**config.mk**
```make
export PLATFORM = sky130hd
export DESIGN_NAME = fwd_hazard_track
export DESIGN_NICKNAME = d
export VERILOG_FILES = /design/src/rtl/fwd_hazard_track.sv
export SDC_FILE = /design/constraint.sdc
export NUM_CORES = 1
export LEC_CHECK = 0
export ABC_AREA = 1
export CAP_MARGIN = 20
export CORE_UTILIZATION = 49
export CTS_CLUSTER_DIAMETER = 60
export DETAILED_ROUTE_END_ITERATION = 16
export PLACE_DENSITY = 0.74
export SETUP_SLACK_MARGIN = 0.2
export SLEW_MARGIN = 10
export SYNTH_ARGS = -nofsm -noshare
export SYNTH_HDL_FRONTEND = slang
export SYNTH_SLANG_ARGS = --single-unit
```
**constraint.sdc**
```tcl
create_clock -name clk -period 1.3 [get_ports clk]
set_input_delay 0.26 -clock clk [delete_from_list [all_inputs] [get_ports clk]]
set_output_delay 0.26 -clock clk [all_outputs]
set_load 0.01 [all_outputs]
```
**src/rtl/fwd_hazard_track.sv**
```systemverilog
// Shadow EX/MEM/WB destination tags, forwarding equality flags and stall.
// Optional HAZARD_STATS_EN adds stall/load-use counters with stats_clr.
module fwd_hazard_track #(
  parameter int RW        = 5,
  parameter int NREG_ZERO = 0
) (
  input  logic          clk,
  input  logic          rst,
`ifdef HAZARD_STATS_EN
  input  logic          stats_clr,
  output logic [31:0]   stall_cycles,
  output logic [15:0]   loaduse_events,
`endif
  input  logic          hold,
  input  logic          flush,
  input  logic [RW-1:0] id_rs,
  input  logic [RW-1:0] id_rt,
  input  logic          id_rs_use,
  input  logic          id_rt_use,
  input  logic [RW-1:0] id_dst,
  input  logic          id_regwr,
  input  logic          id_load,
  input  logic          id_branch,
  output logic          stall,
  output logic          idsrc1ex,
  output logic          idsrc1mem,
  output logic          rfd2alueq,
  output logic          rfd2dmbeq,
  output logic          aluaeq,
  output logic          memaeq,
  output logic          alubeq,
  output logic          membeq
);

  localparam logic [RW-1:0] ZR = RW'(NREG_ZERO);

  typedef struct packed {
    logic [RW-1:0] rs;
    logic [RW-1:0] rt;
    logic          rs_use;
    logic          rt_use;
    logic [RW-1:0] dst;
    logic          regwr;
    logic          load;
  } ex_t;

  typedef struct packed {
    logic [RW-1:0] dst;
    logic          regwr;
    logic          load;
  } mem_t;

  typedef struct packed {
    logic [RW-1:0] dst;
    logic          regwr;
  } wb_t;

  ex_t  ex_q, ex_d;
  mem_t mem_q, mem_d;
  wb_t  wb_q, wb_d;

  function automatic logic hit(
    input logic          rw,
    input logic [RW-1:0] dst,
    input logic [RW-1:0] src,
    input logic          use_b
  );
    return rw && (dst != ZR) && (dst == src) && use_b;
  endfunction

  logic ex_hit_id, mem_hit_id;
  logic loaduse, br_alu, br_load;

  always_comb begin
    idsrc1ex  = hit(mem_q.regwr, mem_q.dst, id_rs, id_rs_use);
    idsrc1mem = hit(wb_q.regwr, wb_q.dst, id_rs, id_rs_use);
    rfd2alueq = hit(mem_q.regwr, mem_q.dst, id_rt, id_rt_use);
    rfd2dmbeq = hit(wb_q.regwr, wb_q.dst, id_rt, id_rt_use);
    aluaeq    = hit(mem_q.regwr, mem_q.dst, ex_q.rs, ex_q.rs_use);
    memaeq    = hit(wb_q.regwr, wb_q.dst, ex_q.rs, ex_q.rs_use);
    alubeq    = hit(mem_q.regwr, mem_q.dst, ex_q.rt, ex_q.rt_use);
    membeq    = hit(wb_q.regwr, wb_q.dst, ex_q.rt, ex_q.rt_use);
  end

  // ID source matching against the producer still in EX or MEM
  always_comb begin
    ex_hit_id  = hit(ex_q.regwr, ex_q.dst, id_rs, id_rs_use) ||
                 hit(ex_q.regwr, ex_q.dst, id_rt, id_rt_use);
    mem_hit_id = idsrc1ex || rfd2alueq;
    loaduse    = ex_q.load && ex_hit_id;
    br_alu     = id_branch && ex_hit_id;
    br_load    = id_branch && mem_q.load && mem_hit_id;
    stall      = loaduse || br_alu || br_load;
  end

  always_comb begin
    ex_d  = ex_q;
    mem_d = mem_q;
    wb_d  = wb_q;
    if (!hold) begin
      wb_d  = '{dst: mem_q.dst, regwr: mem_q.regwr};
      mem_d = '{dst: ex_q.dst, regwr: ex_q.regwr, load: ex_q.load};
      if (flush || stall) begin
        ex_d = '0;
      end else begin
        ex_d = '{rs: id_rs, rt: id_rt,
                 rs_use: id_rs_use, rt_use: id_rt_use,
                 dst: id_dst, regwr: id_regwr, load: id_load};
      end
    end
  end

  always_ff @(posedge clk) begin
    if (rst) begin
      ex_q  <= '0;
      mem_q <= '0;
      wb_q  <= '0;
    end else begin
      ex_q  <= ex_d;
      mem_q <= mem_d;
      wb_q  <= wb_d;
    end
  end

`ifdef HAZARD_STATS_EN
  logic [31:0] sc_q, sc_d;
  logic [15:0] le_q, le_d;
  logic        lu_q;

  always_comb begin
    sc_d = sc_q;
    le_d = le_q;
    if (stats_clr) begin
      sc_d = '0;
      le_d = '0;
    end else begin
      if (stall && !hold && sc_q != '1) sc_d = sc_q + 32'd1;
      if (loaduse && !lu_q && le_q != '1) le_d = le_q + 16'd1;
    end
  end

  always_ff @(posedge clk) begin
    if (rst) begin
      sc_q <= '0;
      le_q <= '0;
      lu_q <= 1'b0;
    end else begin
      sc_q <= sc_d;
      le_q <= le_d;
      lu_q <= loaduse;
    end
  end

  assign stall_cycles   = sc_q;
  assign loaduse_events = le_q;
`endif

endmodule

```
[Word level (Yosys, flattened, before mapping)]
Cells that the tools add are included.
Storage, ports and cells
  input bits: 24
  flip-flop bits (word level): 32
  output and inout bits: 9
  word-level logic and storage cells: 58
Operators by class
  eq/ne operators: 10
  reduce and logical (&&, ||, !) cells: 35
  mux-type cells: 1
Operators by type and width (count)
  $eq 5x5->1: 10
  $logic_and 1x1->1: 27
  $mux 19: 1
  $reduce_bool 5->1: 3
  $logic_or 1x1->1: 5

[Longest topological paths before layout]
  depth after elaboration: 10
  depth in mapped cells: 12
  mapped depth without buffers: 10

[Least setup slack after synthesis]
OpenSTA, ideal clock, no wires.
  kind: reg2out
  from: reg wb_q[3] (netlist name)
  to: out idsrc1mem
  data required time: 1.040 ns
  setup slack: -0.205 ns
  cell stages (with the launch flop): 5
  data arrival time: 1.245 ns
  buffers on the path: 1
  path through: dfxtp_1 clkbuf_1 xnor2_1 o2111ai_1 nor4_1
Between the ends
  word-level cells in the longest chain between the ends: 4
  elaborated cells between the ends (all ways): 5
  classes of those cells: eq/ne: 1; reduce/logical: 4
Ends and longest elaborated chain
  from (decl): line 60  | wb_t wb_q, wb_d;
  from (signal assigned): line 121  | wb_q <= wb_d;
  $reduce_bool 5->1: line 68  | return rw && (dst != ZR) && (dst == src) && use_b;
  $logic_and 1x1->1: line 68
  $logic_and 1x1->1 (*) (2 in a row): line 68
  to (decl): line 26  | output logic idsrc1mem,
Every way passes the cells marked *; elsewhere a longest branch is shown, timed or not.

[Worst setup path in the final report]
  from: reg mem_q[4] (netlist name)
  to: out stall
Between the ends
  word-level cells in the longest chain between the ends: 7
  elaborated cells between the ends (all ways): 11
  classes of those cells: eq/ne: 2; reduce/logical: 9
Ends and longest elaborated chain
  from (decl): line 59  | mem_t mem_q, mem_d;
  from (signal assigned): line 120  | mem_q <= mem_d;
  $reduce_bool 5->1: line 68
  $logic_and 1x1->1 (3 in a row): line 68
  $logic_or 1x1->1 (*): line 89  | mem_hit_id = idsrc1ex || rfd2alueq;
  $logic_and 1x1->1 (*): line 92  | br_load = id_branch && mem_q.load && mem_hit_id;
  $logic_or 1x1->1 (*): line 93  | stall = loaduse || br_alu || br_load;
  to (decl): line 24  | output logic stall,
Marks and branches as above.

==> flow_summary.yaml <==
power:
  seqPwrFrac_pct: 39.9
  p_leak_uw: 0.00167
  switching_share_pct: 31.4
  pwr-share-comb_pct: 28.4
  peakVddDrop_mv: 0.477
  powerDensity_nw_per_um2: 755
  clockPowerShare_pct: 31.7
  switchingPower_uw: 852
  p_int_uw: 1860
sta:
  finClkSkew_ps: 6.56
  fmax_mhz: 541
  setup_slack_ps: -548
  slew_viol_final: 0
  hold_violations: 0
  final.period_utilization_pct: 142
  rsz0062_at_grt: "yes"
  tightest_slew_ps: 393
  setup_violations: 28
  period_minus_slack_ps: 1850
  relSlewSlack_pct: 73.5
  fin_setup_tns_ps: -11410
clocking:
  htreeDepth: 2
  clockBufferDepth: 2
  root_buffer: "clkbuf_8"
  insertion_delay_ps: 290
  clock-sinks: 32
  clk_pin_slew_worst_paths_ps: 70
  cts_made_buffers: 5
  cts_tree: "done"
  ctsHoldBuffers: 0
logic_synthesis:
  syn-instance-count: 345
  synth_top_area_share_pct: 29.4
  yosysUniqueCellTypes: 27
  synth_seq_cells: 32
  synth_top_area_cell: "dfxtp_1"
  synth_commonest_cells: "nand2_1 (92), nor2_1 (43), inv_1 (35)"
  postSynth.topFlopCell: "dfxtp_1"
  ys_seq_area_share_pct: 29.4
  synth_nets: 369
  synth-edff-count: 0
  synthTopCellsByArea: "dfxtp_1 (29%), nand2_1 (16%), nor2_1 (7.4%), nand4_1 (6.6%), inv_1 (6.0%)"
  yosysWarnings: 0
  syn_avg_cell_area_um2: 6.32
  async_flop_share_pct: 0
  yosysMostFrequentCell: "nand2_1"
  synthesis.area_um2: 2180
route:
  drc: 0
  drt_wl_total_um: 8970
  wire_per_inst_um: 18.3
  drt_iter0_drc: 357
  dr_total_vias: 2958
  drt-pass1-iter-count: 5
  vias_per_cell: 6.02
  ant_nets: 0
setup_path:
  slowest_stage: "dfxtp_4"
  cpPeakStageDelay_ps: 370
  cp_num_buf_inv: 2
  path_common_cell: "nand2_4"
  crit_family: "simple AND/OR/NAND/NOR gates"
  worstReg2RegStart: "mem_q[4]"
  required_ps: 1040
  cp.arrival_ps: 1590
  criticalPathCategory: "flop to output pin"
  path_cells: "buf_12, nand2_1, nand2_1, nor2_1, nand3_2, nand2_4, nand2_4, nand2_4, buf_6"
  reg2reg_depth: 11
  cp-endpoint: "stall"
  cp-end-kind: "output pin"
  crit_cells: 9
  r2r_end: "ex_q[17]"
  crit_fanout: 3
  ff2ff_setup_slack_ps: -420
  cp-startpoint: "mem_q[4]"
  cp-start-kind: "flop"
layout:
  post_layout_nonfiller_instances: 491
  final_core_util_pct: 86.7
  area_growth_pct: 64.8
  n_antenna_cell: 0
  nFillCells: 237
  layout.nets: 465
  layout-drive-gt1-share_pct: 37.9
global_route:
  grt_max_degree: 33
  grt_overflow: 0
  grt_antenna_before_repair: 0
  grt_first_pass_wirelength_um: 12600
  grt_pass1_vias: 2572
  track_usage_pct: 37.7
flow_run:
  drv_cap: 0
die:
  core_area_um2: 4140
  die-width_um: 68.7
  rows: 23
  die_area_um2: 4720
  ios: 33
  start_util_pct: 52.6
  die_y_um: 68.7
min_path:
  hold_path.class: "input pin to flop"
  min-delay-start: "hold"
placement:
  place.gp.congestion: 0.941
  place_inst: 471
  portBuffers: 32
  place_hpwl_um: 5410
status:
  violations: "setup timing"
  status: "finished, violations left"
[worst reg2reg max path: stages, from the launching register on]
cell	delay, ps
dfxtp_4	370
buf_12	130
nand2_1	120
nand2_1	90
nor2_1	170
nand3_2	120
nand2_4	90
nand2_4	70
buf_8	140
buf_12	140
nand4_1	120
a21oi_2	70
[routing by layer]
layer / track usage, % / up-vias / part of all wire, %
met2: 63.0 / 198 / 46
met4: 17.3 / 0 / 6.5
li1: - / 1331 / -
met3: 8.72 / 74 / 11
met1: 45.7 / 1355 / 36
met5: 0 / - / 0
[cell families after synthesis]
logic type	share of synthesized area, %
xor+xnor	5.62
flops	29.4
compound gates	16.2
buf+inv	13.3
simple gates	35.5
[repair_timing]
item | in CTS | in global routing
resized for setup | 101 | 33
gates cloned | 4 | 0
setup buffers | 8 | 1
endpoints found under the setup margin | 28 | 28
pin swaps | 17 | 17
[area by class of cell]
class,instances,area [µm²],share of cell area (%)
well taps,50,62.6,1.74
inverters,43,171,4.77
multi-input cells,248,1500,41.7
repair buffers,111,1090,30.4
flip-flops and latches,32,671,18.7
clock buffers,7,96.3,2.68
[registers in the layout, indices dropped and copies added (netlist names)]
signal,count
ex_q,19
mem_q,7
wb_q,6
[metrics by stage]
step / hold slack (ps) / total power, µW / instance area (µm²) / setup slack [ps]
floorplan: 338 / 1440 / 2300 / -38.2
global placement: 459 / 1730 / 3070 / -1070
detailed placement: 472 / 1750 / 3070 / -1050
CTS: 356 / 2630 / 3470 / -468
global route: 376 / 2810 / 3590 / -572
finish: 351 / 2710 / 3590 / -548
[power groups by stage]
stage,Combinational (µW),Clock (µW),Sequential (µW)
floorplan,368,0,1070
global placement,636,0,1100
detailed placement,646,0,1100
CTS,693,862,1080
global route,822,902,1080
finish,771,860,1080
[layout by cell type, fill, tap and decap left out, types with 4 or more instances in the layout]
| cell | synthesis | final |
|---|---|---|
| clkdlybuf4s50_1 | 0 | 10 |
| o211ai_1 | 6 | 6 |
| nand4_1 | 23 | 23 |
| buf_12 | 0 | 7 |
| buf_6 | 4 | 12 |
| buf_4 | 3 | 55 |
| buf_2 | 4 | 9 |
| a21oi_1 | 26 | 23 |
| dfxtp_1 | 32 | 18 |
| dlygate4sd2_1 | 0 | 11 |
| a211oi_1 | 10 | 10 |
| nand2_1 | 92 | 80 |
| dfxtp_2 | 0 | 9 |
| nor4_4 | 0 | 4 |
| clkbuf_8 | 0 | 7 |
| xnor2_1 | 11 | 5 |
| inv_2 | 7 | 11 |
| o21ai_0 | 7 | 7 |
| xnor2_2 | 0 | 6 |
| dfxtp_4 | 0 | 5 |
| inv_4 | 0 | 4 |
| nand2_4 | 0 | 5 |
| inv_1 | 35 | 27 |
| o2111ai_1 | 5 | 5 |
| nand2_2 | 2 | 9 |
| nor2_1 | 43 | 39 |
[worst min path at each step]
stage / cells after the start / slack, ps / end
6_report: 3 / 350 / ex_q[5]
5_1_grt: 3 / 380 / ex_q[0]
4_1_cts: 3 / 360 / ex_q[6]
3_5_place_dp: 2 / 470 / ex_q[12]
3_3_place_gp: 2 / 460 / mem_q[0]
2_1_floorplan: 1 / 340 / mem_q[6]
Power figures use the tool's default switching activity.
